`src/rtl/apb_master_arbiter_pkg.sv`:
```
// Shared definitions for the two-requester APB master: FSM state encoding
// and the fixed requester/data geometry.
package apb_master_arbiter_pkg;

    localparam int N_REQ  = 2;
    localparam int DATA_W = 32;
    localparam int ADDR_W = 32;

    typedef enum logic [1:0] {
        ST_IDLE   = 2'd0,
        ST_SETUP  = 2'd1,
        ST_ACCESS = 2'd2,
        ST_RESP   = 2'd3
    } state_t;

endpackage

```
`src/rtl/apb_rr_arbiter2.sv`:
```
// Two-way round-robin arbiter. The grant is combinational from the request
// vector; the preference pointer moves to the other requester once the
// current owner's transfer has been answered.
module apb_rr_arbiter2
    import apb_master_arbiter_pkg::*;
(
    input  logic             PCLK,
    input  logic             PRESET,
    input  logic [N_REQ-1:0] req,
    input  logic             advance,
    input  logic             owner,
    output logic             grant_valid,
    output logic             grant_idx
);

    logic ptr_reg;

    // Pick the single requester, or the preferred one when both ask.
    always_comb begin
        grant_valid = |req;
        grant_idx   = (req == 2'b11) ? ptr_reg : req[1];
    end

    // Preference pointer: requester 0 after reset, then alternates per owner.
    always_ff @(posedge PCLK or posedge PRESET) begin
        if (PRESET) begin
            ptr_reg <= 1'b0;
        end else if (advance) begin
            ptr_reg <= ~owner;
        end
    end

endmodule

```
`src/rtl/apb_master_arbiter.sv`:
```
// APB master shared by two valid/ack requesters. Arbitrates round-robin,
// decodes the address onto P_NUM slave selects, runs SETUP/ACCESS, and
// returns read data / error through a one-cycle response pulse. ACCESS is
// abandoned with an error if the slave stalls for P_TIMEOUT cycles.
module apb_master_arbiter
    import apb_master_arbiter_pkg::*;
#(
    parameter int P_NUM      = 4,
    parameter int P_SLV_BITS = 10,
    parameter int P_TIMEOUT  = 16
) (
    input  logic                    PCLK,
    input  logic                    PRESET,
    input  logic [N_REQ-1:0]        REQ_VALID,
    input  logic [N_REQ-1:0]        REQ_WRITE,
    input  logic [N_REQ*ADDR_W-1:0] REQ_ADDR,
    input  logic [N_REQ*DATA_W-1:0] REQ_WDATA,
    output logic [N_REQ-1:0]        REQ_ACK,
    output logic [N_REQ-1:0]        RSP_VALID,
    output logic [DATA_W-1:0]       RSP_RDATA,
    output logic                    RSP_ERR,
    output logic [P_NUM-1:0]        PSEL,
    output logic [ADDR_W-1:0]       PADDR,
    output logic                    PENABLE,
    output logic                    PWRITE,
    output logic [DATA_W-1:0]       PWDATA,
    input  logic [P_NUM*DATA_W-1:0] PRDATA,
    input  logic [P_NUM-1:0]        PREADY,
    input  logic [P_NUM-1:0]        PSLVERR
);

    localparam int IDX_W  = (P_NUM > 1) ? $clog2(P_NUM) : 1;
    localparam int TMO_W  = $clog2(P_TIMEOUT);
    localparam int HI_LSB = P_SLV_BITS + IDX_W;
    localparam logic [TMO_W-1:0] TMO_LAST = TMO_W'(P_TIMEOUT - 1);

    // Unpacked views of the flattened buses
    logic [ADDR_W-1:0] req_addr_arr  [N_REQ];
    logic [DATA_W-1:0] req_wdata_arr [N_REQ];
    logic [DATA_W-1:0] prdata_arr    [P_NUM];

    genvar gi;
    generate
        for (gi = 0; gi < N_REQ; gi++) begin : g_req
            assign req_addr_arr[gi]  = REQ_ADDR[gi*ADDR_W +: ADDR_W];
            assign req_wdata_arr[gi] = REQ_WDATA[gi*DATA_W +: DATA_W];
        end
        for (gi = 0; gi < P_NUM; gi++) begin : g_slv
            assign prdata_arr[gi] = PRDATA[gi*DATA_W +: DATA_W];
        end
    endgenerate

    state_t            state_reg;
    logic              owner_reg;
    logic [IDX_W-1:0]  idx_reg;
    logic              miss_reg;
    logic [TMO_W-1:0]  tmo_cnt_reg;
    logic [N_REQ-1:0]  req_ack_reg;
    logic [N_REQ-1:0]  rsp_valid_reg;
    logic [DATA_W-1:0] rsp_rdata_reg;
    logic              rsp_err_reg;
    logic [P_NUM-1:0]  psel_reg;
    logic [ADDR_W-1:0] paddr_reg;
    logic              penable_reg;
    logic              pwrite_reg;
    logic [DATA_W-1:0] pwdata_reg;

    logic              grant_valid;
    logic              grant_idx;
    logic [ADDR_W-1:0] sel_addr;
    logic [IDX_W-1:0]  sel_idx;
    logic              sel_hit;
    logic [P_NUM-1:0]  sel_onehot;

    apb_rr_arbiter2 u_arb (
        .PCLK        (PCLK),
        .PRESET      (PRESET),
        .req         (REQ_VALID),
        .advance     (state_reg == ST_RESP),
        .owner       (owner_reg),
        .grant_valid (grant_valid),
        .grant_idx   (grant_idx)
    );

    // Address decode of the granted requester's command
    always_comb begin
        sel_addr   = req_addr_arr[grant_idx];
        sel_idx    = sel_addr[P_SLV_BITS +: IDX_W];
        sel_hit    = ((sel_addr >> HI_LSB) == '0) && (32'(sel_idx) < 32'(P_NUM));
        sel_onehot = {{(P_NUM-1){1'b0}}, 1'b1} << sel_idx;
    end

    // Transfer FSM with all bus and response outputs registered. A decode
    // miss walks SETUP/ACCESS with no select asserted so its response has
    // the same cadence as a zero-wait transfer.
    always_ff @(posedge PCLK or posedge PRESET) begin
        if (PRESET) begin
            state_reg     <= ST_IDLE;
            owner_reg     <= 1'b0;
            idx_reg       <= '0;
            miss_reg      <= 1'b0;
            tmo_cnt_reg   <= '0;
            req_ack_reg   <= '0;
            rsp_valid_reg <= '0;
            rsp_rdata_reg <= '0;
            rsp_err_reg   <= 1'b0;
            psel_reg      <= '0;
            paddr_reg     <= '0;
            penable_reg   <= 1'b0;
            pwrite_reg    <= 1'b0;
            pwdata_reg    <= '0;
        end else begin
            req_ack_reg   <= '0;
            rsp_valid_reg <= '0;
            case (state_reg)
                ST_IDLE: begin
                    if (grant_valid) begin
                        owner_reg              <= grant_idx;
                        req_ack_reg[grant_idx] <= 1'b1;
                        paddr_reg              <= sel_addr;
                        pwrite_reg             <= REQ_WRITE[grant_idx];
                        pwdata_reg             <= req_wdata_arr[grant_idx];
                        idx_reg                <= sel_idx;
                        miss_reg               <= ~sel_hit;
                        psel_reg               <= sel_hit ? sel_onehot : '0;
                        state_reg              <= ST_SETUP;
                    end
                end
                ST_SETUP: begin
                    penable_reg <= ~miss_reg;
                    tmo_cnt_reg <= '0;
                    state_reg   <= ST_ACCESS;
                end
                ST_ACCESS: begin
                    if (miss_reg || PREADY[idx_reg] || (tmo_cnt_reg == TMO_LAST)) begin
                        psel_reg                 <= '0;
                        penable_reg              <= 1'b0;
                        rsp_valid_reg[owner_reg] <= 1'b1;
                        state_reg                <= ST_RESP;
                        if (!miss_reg && PREADY[idx_reg]) begin
                            rsp_rdata_reg <= pwrite_reg ? '0 : prdata_arr[idx_reg];
                            rsp_err_reg   <= PSLVERR[idx_reg];
                        end else begin
                            rsp_rdata_reg <= '0;
                            rsp_err_reg   <= 1'b1;
                        end
                    end else begin
                        tmo_cnt_reg <= tmo_cnt_reg + 1'b1;
                    end
                end
                ST_RESP: begin
                    state_reg <= ST_IDLE;
                end
                default: begin
                    state_reg <= ST_IDLE;
                end
            endcase
        end
    end

    assign REQ_ACK   = req_ack_reg;
    assign RSP_VALID = rsp_valid_reg;
    assign RSP_RDATA = rsp_rdata_reg;
    assign RSP_ERR   = rsp_err_reg;
    assign PSEL      = psel_reg;
    assign PADDR     = paddr_reg;
    assign PENABLE   = penable_reg;
    assign PWRITE    = pwrite_reg;
    assign PWDATA    = pwdata_reg;

endmodule
```
`config.mk`:
```
export PLATFORM = sky130hd
export DESIGN_NAME = apb_master_arbiter
export DESIGN_NICKNAME = d
export VERILOG_FILES = /design/src/rtl/apb_master_arbiter_pkg.sv /design/src/rtl/apb_rr_arbiter2.sv /design/src/rtl/apb_master_arbiter.sv
export SDC_FILE = /design/constraint.sdc
export NUM_CORES = 1
export LEC_CHECK = 0
export ABC_CLOCK_PERIOD_IN_PS = 4700
export CAP_MARGIN = 15
export CORE_AREA = 2 2 148 150
export DETAILED_ROUTE_END_ITERATION = 7
export DIE_AREA = 0 0 150 152
export GPL_TIMING_DRIVEN = 0
export PLACE_DENSITY = 0.69
export SLEW_MARGIN = 20
export SYNTH_ARGS = -nofsm -noshare
export SYNTH_HDL_FRONTEND = slang
export SYNTH_SLANG_ARGS = --single-unit
export TNS_END_PERCENT = 20
```
`constraint.sdc`:
```
create_clock -name PCLK -period 4.7 [get_ports PCLK]
set_input_delay 1.41 -clock PCLK [delete_from_list [all_inputs] [get_ports PCLK]]
set_output_delay 1.41 -clock PCLK [all_outputs]
set_load 0.01 [all_outputs]
```
* Word-level counts from Yosys, hierarchy flattened
Index checks and enable logic that the tools add are counted.
W data, S select, Z words.
** Storage, ports and cells
- Output and inout bits :: 107
- Input bits :: 270
- Word-level logic and storage cells :: 92
- Bits in registers :: 118
** Cells by class
- Bitwise logic cells :: 5
- Magnitude comparators :: 7
- Reduce and logical (&&, ||, !) cells :: 17
- Equality and inequality tests :: 8
- Add/sub/neg operators :: 1
- Shift-type cells :: 1
- Muxes and demuxes :: 38
** Operators by type and width (count)
- $mux W32 :: 10
- $bmux W32 S2 :: 1
- $logic_not A32 Y1 :: 1
- $mux W4 :: 4
- $pmux W4 S2 :: 2
- $mux W2 :: 6
- $reduce_and A2 Y1 :: 5
- $mux W1 :: 9
- $pmux W2 S4 :: 1
- $eq A2 B2 Y1 const B :: 3
- $ne A2 B2 Y1 const B :: 3
- $add A4 B1 Y4 const B :: 1
- $bmux W1 S2 :: 2
- $eq A4 B4 Y1 const B :: 1
- $lt A1 B2 Y1 const B :: 2
- $reduce_bool A2 Y1 :: 2
- $shl A1 B2 Y4 const A :: 1
- $ge A3 B3 Y1 const B :: 1
- $logic_and A1 B1 Y1 :: 3
- $lt A2 B3 Y1 const B :: 1
- $not A1 Y1 :: 3
- $not A2 Y3 :: 1
- $reduce_and A3 Y1 :: 1
- $demux W1 S1 :: 2
- other kinds (9) :: 11

* Logic depth before layout (Yosys ltp)
Gate-level depths: netlist (run 1).
- Depth in word-level cells :: 10
- Mapped depth :: 8
- Mapped depth without buffers :: 6

* Modules after synthesis
Synthesis (run 1) repeated with hierarchy kept, for this count alone.
** Second synthesis, totals
- Cell total of the unflattened synthesis :: 506
- Area, all modules :: 5914.4 um^2
** Modules (own cells, without submodules)
- apb_master_arbiter :: instances 1, cells each 499, area each 5859.4 um^2
- apb_rr_arbiter2 :: instances 1, cells each 7, area each 55.1 um^2

* Worst setup path after synthesis (run 1)
OpenSTA, ideal clock, no wires.
- Path kind :: input port to flip-flop
- From :: input REQ_ADDR[20]
- To :: register psel_reg[0] (netlist: PSEL[0])
- Path slack :: 1828 ps
- Arrival time :: 2762 ps
- Cell stages on the path :: 4
- Required time :: 4590 ps
- Cell sequence :: or4_1 > a2111oi_0 > a41oi_1 > o41ai_1
** Between the ends
- Cells in the longest elaborated chain, start to end :: 7
** RTL lines
- start, declared :: RTL line apb_master_arbiter.sv:16 : input logic [N_REQ*ADDR_W-1:0] REQ_ADDR,
- $mux W32 (not written as such) (3 in a row) :: RTL line apb_master_arbiter.sv:87 : sel_addr = req_addr_arr[grant_idx];
- $logic_not A32 Y1 :: RTL line apb_master_arbiter.sv:89 : sel_hit = ((sel_addr >> HI_LSB) == '0) && (32'(sel_idx) < 32'(P_NUM));
- $mux W4 :: RTL line apb_master_arbiter.sv:125 : psel_reg <= sel_hit ? sel_onehot : '0;
- $mux W4 :: RTL line apb_master_arbiter.sv:117 : if (grant_valid) begin
- $pmux W4 S2 :: RTL line apb_master_arbiter.sv:115 : case (state_reg)
- end signal, assigned :: RTL line apb_master_arbiter.sv:125
- end, declared :: RTL line apb_master_arbiter.sv:62 : logic [P_NUM-1:0] psel_reg;
Every way passes these cells. The select of a mux whose other input is x is not followed.
A chain may end at the register's enable or synchronous reset.

* Worst setup path in the final report (run 1)
- From :: input REQ_VALID[0]
- To :: register pwdata_reg[7] (netlist: PWDATA[7])
** Between the ends
- Cells in the longest elaborated chain, start to end :: 6
** RTL lines
- start, declared :: RTL line apb_master_arbiter.sv:14 : input logic [N_REQ-1:0] REQ_VALID,
- $eq A2 B2 Y1 :: RTL line apb_rr_arbiter2.sv:21 : grant_idx = (req == 2'b11) ? ptr_reg : req[1];
- $mux W1 :: RTL line apb_rr_arbiter2.sv:21
- $not A1 Y2 (not written as such) :: RTL line apb_master_arbiter.sv:122 : pwdata_reg <= req_wdata_arr[grant_idx];
- $mux W32 (not written as such) (3 in a row) :: RTL line apb_master_arbiter.sv:122
- end signal, assigned :: RTL line apb_master_arbiter.sv:122
- end, declared :: RTL line apb_master_arbiter.sv:66 : logic [DATA_W-1:0] pwdata_reg;
Parallel ways exist; a longest one is shown, timed or not. The select of a mux whose other input is x is not followed.

==> results of run 1 <==
-- where the power goes --
part / internal [mW] / switching (mW)
Combinational: 1.20 / 1.09
Sequential: 1.30 / 0.162
Clock: 0.944 / 0.478
-- synth_stat cells (2+ instances only) --
master	number
dfrtp_1	116
nand2_1	77
o21ai_0	66
mux2i_1	61
mux4_2	34
a22o_1	33
clkbuf_1	21
buf_2	10
nor2_1	9
a22oi_1	7
inv_1	6
ha_1	5
nor4_1	5
or4_1	5
a21oi_1	4
buf_6	4
nand2b_1	4
nand3_1	4
nor2b_1	4
o41ai_1	4
a41oi_1	2
and3_1	2
buf_1	2
mux2_2	2
nor3_1	2
nor3b_1	2
-- metrics by stage --
stage	setup TNS [ns]	util	hold slack (ns)	power, mW
after floorplan	0	-	0.4445	2.614
after global placement	-195.21	0.4696	0.4499	3.780
after detailed placement	0	0.4711	0.4617	3.800
after CTS	0	0.5011	0.4742	5.254
after global routing	0	0.5011	0.4948	5.504
final	0	0.5011	0.4677	5.173
-- metal layers --
metal / global-route usage / part of all wire / vias to the layer above
met4: 0.06110 / 0.019 / 0
met2: 0.3577 / 0.52 / 250
met1: 0.2172 / 0.37 / 2703
met3: 0.07898 / 0.097 / 22
met5: 0 / 0 / -
li1: - / - / 2677
-- path summary, 6_finish.rpt --
| kind | endpoint | from | depth (start not counted) |
|---|---|---|---|
| min in group asynchronous | RSP_ERR | PRESET | 2 |
| worst max-delay path | PWDATA[7] | REQ_VALID[0] | 7 |
| worst min-delay path | PADDR[7] | PADDR[7] | 2 |
| worst min register to register | PADDR[7] | PADDR[7] | 2 |
| max in group asynchronous | PWDATA[6] | PRESET | 3 |
| worst max register to register | PWDATA[7] | state_reg[0] | 8 |
-- critical path: cells and delay by family --
kind / cells / cell delay (ns)
buf+inv: 4 / 1.96
compound gates: 2 / 0.34
simple gates: 1 / 0.10
-- area by class of cell --
| class | instances | area, um^2 | share of cell area |
|---|---|---|---|
| well taps | 280 | 350.3 | 0.03274 |
| clock inverters | 12 | 203.9 | 0.01906 |
| plain buffers | 38 | 186.4 | 0.01742 |
| flip-flops and latches | 116 | 2903 | 0.2713 |
| inverters | 6 | 27.53 | 0.002573 |
| clock buffers | 20 | 436.7 | 0.04081 |
| multi-input cells | 344 | 2810 | 0.2627 |
| repair buffers | 376 | 3781 | 0.3534 |
-- kinds of logic after synthesis --
logic type               share of synthesized area
AND/OR/NAND/NOR                            0.08895
multiplexers                                0.2362
XOR/XNOR                                  0.001479
buffers and inverters                      0.03528
flip-flops                                  0.4902
adder cells (fa/ha/maj)                    0.01056
AO/OA/AOI/OAI                               0.1373
==> reports/qor.yml, run 1 <==
synth_seq_cells: 116
pre_cts_slack_ns: 0.7071
route.detailed.drc: 0
first_pass_iters: 4
tightestPinTransition_ns: 0.9483
final_cell_mix: "clkdlybuf4s50_1 (375), dfrtp_1 (116), nand2_1 (77)"
cp.required_ns: 5.02
die_w_um: 150
fp.dieArea_mm2: 0.02280
fin_cells: 1192
dr_total_vias: 5652
path_common_cell: "clkbuf_1"
wl_per_cell_um: 19.21
end_kind: "flop"
drv_slew: 0
final_layout_size_suffix_gt1_frac: 0.09430
worstSkewPairLatency_ns: 0.41
fp-row-count: 54
synth_edf_count: 0
dpl-instance-area_mm2: 0.01006
fp.dieH_um: 152
io_pins: 377
placed_cells: 1160
grt_antenna_before_repair: 0
crit_chain: "clkdlybuf4s50_1 -> o21ai_0 -> clkbuf_1 -> clkbuf_1 -> clkbuf_1 -> nand2_1 -> o21ai_0"
post_cts_resized: 0
post-route-period-util: 0.7444
cts_root_buf: "clkbuf_16"
fin_ws_ns: 1.201
area_growth_pct: 80.67
finalCriticalPeriod_ns: 3.499
clk_pin_slew_worst_paths_ns: 0.05
postLayoutCellArea_mm2: 0.01070
cts_tree: "yes"
final-setup-viol-count: 0
ant_nets: 0
fmax_mhz: 285.8
max_slew_margin: 0.3678
core-area_mm2: 0.02135
ys_types: 39
syn_nets: 779
power_density_mw_per_mm2: 483.5
grt_overflow: 0
yosysTopAreaCellShare: 0.4902
wirelength_um: 22890
cts_setup_buffers: 0
mostFrequentLayoutCell: "clkdlybuf4s50_1"
rrSetupSlack_ns: 2.08
ys_seq_area_frac: 0.4902
grt_pass1_vias: 6089
grt_usage: 0.2007
synth.area.top_cells: "dfrtp_1 (49%), mux4_2 (13%), mux2i_1 (10%), o21ai_0 (5.6%), a22o_1 (4.9%)"
ys_warn_count: 0
rsz0062_at_grt: "false"
clk_path_buf_depth: 2
grt_pass1_wl_um: 34400
detail_route.vias_per_cell: 4.742
htreeDepth: 4
drt-initial-drc-count: 140
cp-start-kind: "primary input"
skew_ns: 0.009043
gp_congestion: 0.7750
critPathMaxStageDelay_ns: 0.58
syn_inst: 504
hold_class: "reg2reg"
cp_slowest_cell: "clkbuf_1"
worstSetupPathType: "in2reg"
cap_violations: 0
port_buffers: 375
place_hpwl_um: 18440
cts_made_buffers: 17
ys_async_sr_fraction: 1.000
peakVddDrop_uv: 258.1
synth_area_per_cell_um2: 11.75
synth-main-ff-cell: "dfrtp_1"
hold_buffers: 0
critical_path_peak_fanout: 10
cp.arrival_ns: 3.82
outcome: "completed"
syn_area_mm2: 0.005922
fillCellCount: 2004
nets: 1174
synth_top_cell_by_area: "dfrtp_1"
n_antenna_cell: 0
hold_viol: 0
p_leak_nw: 4.525
cts_num_sinks: 116
grt_start_max_net_pins: 60
start_util: 0.2774
No activity file was read; power rests on OpenSTA's default activity.
==> inputs of run 2 (changes only) <==
--- a/config.mk
+++ b/config.mk
@@ -5,7 +5,7 @@
 export SDC_FILE = /design/constraint.sdc
 export NUM_CORES = 1
 export LEC_CHECK = 0
-export ABC_CLOCK_PERIOD_IN_PS = 4700
+export ABC_CLOCK_PERIOD_IN_PS = 3070
 export CAP_MARGIN = 15
 export CORE_AREA = 2 2 148 150
 export DETAILED_ROUTE_END_ITERATION = 7
==> constraint.sdc (replaced) <==
create_clock -name PCLK -period 3.07 [get_ports PCLK]
set_input_delay 0.921 -clock PCLK [delete_from_list [all_inputs] [get_ports PCLK]]
set_output_delay 0.921 -clock PCLK [all_outputs]
set_load 0.01 [all_outputs]
==> run 2 against run 1 <==
Utilization shrank 0.14 points. Sequential share of layout area is 0.076 points higher. Clock power rose by 35%. First-iteration DRC count rose by 51%. Critical endpoint is now PWDATA[13]. Highest routed layer unchanged.
==> reports/qor.yml, run 2 (synthesis results as in run 1) <==
clk_pin_slew_worst_paths_ns: 0.06  # about the same
critPathMaxStageDelay_ns: 0.46  # -0.12 ns
ant_nets: 0  # unchanged
cts_num_sinks: 116  # unchanged
dpl-instance-area_mm2: 0.01009  # +0.31%
fmax_mhz: 360.2
clk_path_buf_depth: 2  # unchanged
cp.arrival_ns: 3.11  # -0.71 ns
detail_route.vias_per_cell: 4.817  # +1.6%
first_pass_iters: 4  # unchanged
dr_total_vias: 5766  # +2.0%
cap_violations: 0  # unchanged
cts_root_buf: "clkbuf_16"
final-seq-area_mm2: 0.002903  # unchanged
cp.required_ns: 3.40  # -1.62 ns
grt_pass1_vias: 6142  # +0.87%
finalCriticalPeriod_ns: 2.776
port_buffers: 375  # unchanged
crit_chain: "clkdlybuf4s50_1 -> o21ai_0 -> clkbuf_1 -> clkbuf_2 -> clkbuf_1 -> nand2_1 -> o21ai_0"
gp_congestion: 0.8072  # +4.2%
post_cts_resized: 0  # unchanged
max_slew_margin: 0.3553  # -0.01246
drt-initial-drc-count: 211  # +51%
drv_slew: 0  # unchanged
p_total_mw: 7.673  # +48%
grt_usage: 0.2029  # +0.002186
critical_path_peak_fanout: 10  # unchanged
hold_class: "reg2reg"
fillCellCount: 1973  # -1.5%
wirelength_um: 23140  # +1.1%
end_kind: "flop"
place_hpwl_um: 18640  # +1.1%
core-area_mm2: 0.02135  # unchanged
area_growth_pct: 80.16
cp-start-kind: "primary input"
cts_made_buffers: 17  # unchanged
hold_viol: 0  # unchanged
post-route-period-util: 0.9043
rsz0062_at_grt: "false"
timing.hold.ws_ns: 0.4652  # -0.002500 ns
hold_buffers: 0  # unchanged
peakVddDrop_uv: 361.2  # +40%
grt_start_max_net_pins: 34  # -43%
htreeDepth: 4  # unchanged
tightestPinTransition_ns: 0.9670  # +0.01869 ns
worstSetupPathType: "in2reg"
mostFrequentLayoutCell: "clkdlybuf4s50_1"
grt_pass1_wl_um: 34800  # +1.2%
fin_setup_tns_ns: 0  # unchanged
fp-row-count: 54  # unchanged
outcome: "completed"
cts_tree: "yes"
wl_per_cell_um: 19.33  # +0.67%
grt_antenna_before_repair: 4  # +4
p_leak_nw: 4.491  # -0.74%
fp.dieH_um: 152  # unchanged
postLayoutCellArea_mm2: 0.01067  # -0.28%
io_pins: 377  # unchanged
nets: 1176  # +0.17%
route.detailed.drc: 0  # unchanged
post-route-util: 0.4997  # -0.001406
grt_overflow: 0  # unchanged
fp.dieArea_mm2: 0.02280  # unchanged
power_density_mw_per_mm2: 719.1  # +49%
final-setup-viol-count: 0  # unchanged
final_cell_mix: "clkdlybuf4s50_1 (375), dfrtp_1 (116), nand2_1 (77)"
die_w_um: 150  # unchanged
start_util: 0.2774  # unchanged
cp_slowest_cell: "clkdlybuf4s50_1"
cts_setup_buffers: 0  # unchanged
skew_ns: 0.01127  # +0.002224 ns
multi_input_area_mm2: 0.002810  # unchanged
final_layout_size_suffix_gt1_frac: 0.09748  # +0.003183
worstSkewPairLatency_ns: 0.42  # about the same
-- run 2: cell types whose count changed in the layout (fill, tap and decap cells not counted) --
cell,change
clkinvlp_4,+5
diode_2,+4
buf_12,+3
bufinv_16,-3
clkbuf_1,-2
inv_6,-2
buf_16,-1
clkbuf_2,+1
-- run 2: layout make-up --
cell class	count	area share
inverter	6	0.002463
sequential	116	0.2721
tap	280	0.03284
timing repair buffer	378	0.3575
clock buffer	19	0.04058
antenna	4	0.0009382
buffer	38	0.01759
clock inverter	12	0.01267
multi-input combinational	344	0.2634
-- run 2: where the power goes --
part           internal, mW  leakage [nW]  switching, mW
Combinational          1.84          2.73           1.67
Clock                  1.19         0.265          0.729
Sequential             1.99          1.50          0.252
Total                  5.02          4.49           2.65
-- run 2: stage by stage --
step / std cells / setup WS (ns)
6_report: 1197 / 0.2937
5_1_grt: 1197 / 0.02940
4_1_cts: 1193 / 0.01496
2_1_floorplan: 504 / 0.6870
3_5_place_dp: 1162 / -0.4221
3_3_place_gp: 1159 / -0.5140
-- run 2: final timing paths --
path / start / endpoint / slack, ns / cells past startpoint
worst max register to register: state_reg[0] / RSP_RDATA[3] / 0.61 / 6
worst min register to register: PADDR[8] / PADDR[8] / 0.47 / 2
worst min-delay path: PADDR[8] / PADDR[8] / 0.47 / 2
worst max-delay path: REQ_VALID[0] / PWDATA[13] / 0.29 / 7
max in group asynchronous: PRESET / PWDATA[4] / 1.35 / 4
min in group asynchronous: PRESET / PADDR[11] / 0.92 / 2
-- run 2: worst max-delay path, delay by kind of cell --
family          cells  cell delay, ns
compound gates      2            0.40
buf+inv             4            1.68
simple gates        1            0.09
-- run 2: routing by layer --
layer  track usage  routed length (um)  vias to the layer above
met2        0.3557               11780                      283
met4       0.09030                 619                        0
met1        0.2160                8343                     2769
li1              -                   -                     2681
met5             0                   0                        -
met3       0.07447                2397                       33
==> inputs of run 3 (changes only) <==
--- a/config.mk
+++ b/config.mk
@@ -12,6 +12,7 @@
 export DIE_AREA = 0 0 150 152
 export GPL_TIMING_DRIVEN = 0
 export PLACE_DENSITY = 0.69
+export SETUP_SLACK_MARGIN = 0.1
 export SLEW_MARGIN = 20
 export SYNTH_ARGS = -nofsm -noshare
 export SYNTH_HDL_FRONTEND = slang
==> run 3 against run 2 <==
Setup slack improved by 0.066 ns. Critical path depth did not move. Clock-buffer cell count did not move. Critical path type unchanged. Largest cell class unchanged. Worst hold slack is the same. Utilization about the same. Largest power group unchanged.
==> reports/qor.yml, run 3 (synthesis results as in run 1) <==
drt-initial-drc-count: 211  # unchanged
ant_nets: 0  # unchanged
swShare: 0.3463  # about the same
area_growth_pct: 80.18  # about the same
power_frac_seq: 0.292  # about the same
fp.dieArea_mm2: 0.02280  # unchanged
die_w_um: 150  # unchanged
grt_usage: 0.2029  # unchanged
gp_congestion: 0.8072  # unchanged
postLayoutCellArea_mm2: 0.01067  # about the same
cts_setup_buffers: 0  # unchanged
cts_made_buffers: 17  # unchanged
clkPwrFrac: 0.250  # about the same
crit_chain: "clkdlybuf4s50_1 -> nand2b_1 -> clkbuf_1 -> nand2_1 -> buf_1 -> mux2i_1 -> o21ai_0"
placed_cells: 1162  # unchanged
cp_slowest_cell: "buf_1"
max_slew_margin: 0.3553  # about the same
wl_per_cell_um: 19.37  # +0.19%
tightestPinTransition_ns: 0.9670  # +0.000002801 ns
detail_route.vias_per_cell: 4.837  # +0.42%
mostFrequentLayoutCell: "clkdlybuf4s50_1"
fin_setup_tns_ns: 0  # unchanged
dr_total_vias: 5790  # +0.42%
grt_start_max_net_pins: 34  # unchanged
fillCellCount: 1972  # -0.051%
grt_overflow: 0  # unchanged
peakVddDrop_uv: 361.1  # about the same
final_layout_size_suffix_gt1_frac: 0.09858  # +0.001095
outcome: "completed"
grt_pass1_wl_um: 34800  # unchanged
finalCriticalPeriod_ns: 2.710  # -0.06607 ns
io_pins: 377  # unchanged
hold_buffers: 0  # unchanged
fin_cells: 1197  # unchanged
grt_antenna_before_repair: 4  # unchanged
start_util: 0.2774  # unchanged
cp.required_ns: 3.34  # -0.06 ns
power_density_mw_per_mm2: 719.6  # about the same
place_hpwl_um: 18640  # unchanged
clk_path_buf_depth: 2  # unchanged
skew_ns: 0.01100  # -0.0002630 ns
fp-row-count: 54  # unchanged
final_cell_mix: "clkdlybuf4s50_1 (375), dfrtp_1 (116), nand2_1 (77)"
cp.arrival_ns: 2.98  # -0.13 ns
fmax_mhz: 369.0  # +2.4%
rsz0062_at_grt: "false"
cts_num_sinks: 116  # unchanged
clk_pin_slew_worst_paths_ns: 0.06  # about the same
route.detailed.drc: 0  # unchanged
post-route-period-util: 0.8828  # -0.02152
first_pass_iters: 4  # unchanged
dpl-instance-area_mm2: 0.01009  # unchanged
end_kind: "flop"
cts_tree: "yes"
hold_class: "reg2reg"
cts_root_buf: "clkbuf_16"
cp-start-kind: "primary input"
final-setup-viol-count: 0  # unchanged
critPathMaxStageDelay_ns: 0.56  # +0.10 ns
combPwrFrac: 0.458  # about the same
netSwitchingPower_mw: 2.659  # +0.17%
internal_power_mw: 5.020  # about the same
port_buffers: 375  # unchanged
grt_pass1_vias: 6142  # unchanged
core-area_mm2: 0.02135  # unchanged
cap_violations: 0  # unchanged
fp.dieH_um: 152  # unchanged
timing.hold.ws_ns: 0.4652  # unchanged
critical_path_peak_fanout: 10  # unchanged
wirelength_um: 23190  # +0.19%
cp_num_buf_inv: 3  # -1
worstSetupPathType: "in2reg"
worstSkewPairLatency_ns: 0.42  # about the same
drv_slew: 0  # unchanged
htreeDepth: 4  # unchanged
critical_path.top_delay_family: "buffers and inverters"
nets: 1176  # unchanged
post-route-util: 0.4998  # about the same
hold_viol: 0  # unchanged
p_leak_nw: 4.494  # about the same
-- run 3: cell types whose count changed in the layout (fill, tap and decap cells not counted) --
cell | before | now
clkbuf_1 | 22 | 21
clkbuf_2 | 2 | 3
-- run 3: worst paths after layout --
path | start | to | slack, ns | depth (start not counted)
worst max-delay path | REQ_VALID[0] | PWDATA[19] | 0.36 | 7
worst min-delay path | PADDR[8] | PADDR[8] | 0.47 | 2
worst max register to register | state_reg[0] | RSP_RDATA[3] | 0.62 | 6
worst min register to register | PADDR[8] | PADDR[8] | 0.47 | 2
max in group asynchronous | PRESET | PWDATA[4] | 1.34 | 4
min in group asynchronous | PRESET | PADDR[11] | 0.92 | 2
-- run 3: stage by stage --
step / setup WS, ns / power [mW]
2_1_floorplan: 0.6870 / 4.002
3_3_place_gp: -0.5140 / 5.790
3_5_place_dp: -0.4221 / 5.830
4_1_cts: 0.2071 / 7.792
5_1_grt: 0.2389 / 8.159
6_report: 0.3598 / 7.678
-- run 3: worst reg2reg max path: cells and delay by family (launching register included) --
family | cells | cell delay (ns)
buffers and inverters | 2 | 0.58
AO/OA/AOI/OAI | 1 | 0.21
adder cells (fa/ha/maj) | 1 | 0.35
flip-flops | 1 | 0.39
AND/OR/NAND/NOR | 2 | 0.87
-- run 3: layer usage --
| layer | share of wire | GRT usage |
|---|---|---|
| met5 | 0 | 0 |
| met4 | 0.026 | 0.09030 |
| met3 | 0.10 | 0.07447 |
| met2 | 0.51 | 0.3557 |
| met1 | 0.36 | 0.2160 |
-- run 3: final cells by class --
cell class	instances	area, um^2	share of cell area
diodes	4	10.01	0.0009381
plain buffers	38	188.9	0.01771
clock buffers	19	432.9	0.04057
clock inverters	12	135.1	0.01266
inverters	6	26.28	0.002462
multi-input cells	344	2810	0.2634
flip-flops and latches	116	2903	0.2720
well taps	280	350.3	0.03283
repair buffers	378	3814	0.3574
-- run 3: what timing repair did --
action,CTS,global route
pin swaps,0,0
cloned,0,0
setup endpoints to repair,21,21
gates resized for setup,1,2
-- run 3: power by group through the flow --
stage               combinational, mW  clock, mW  sequential, mW
floorplan                        1.56          0            2.44
global placement                 3.53          0            2.26
detailed placement               3.57          0            2.27
CTS                              3.58       1.96            2.25
global route                     3.83       2.02            2.30
finish                           3.52       1.92            2.24
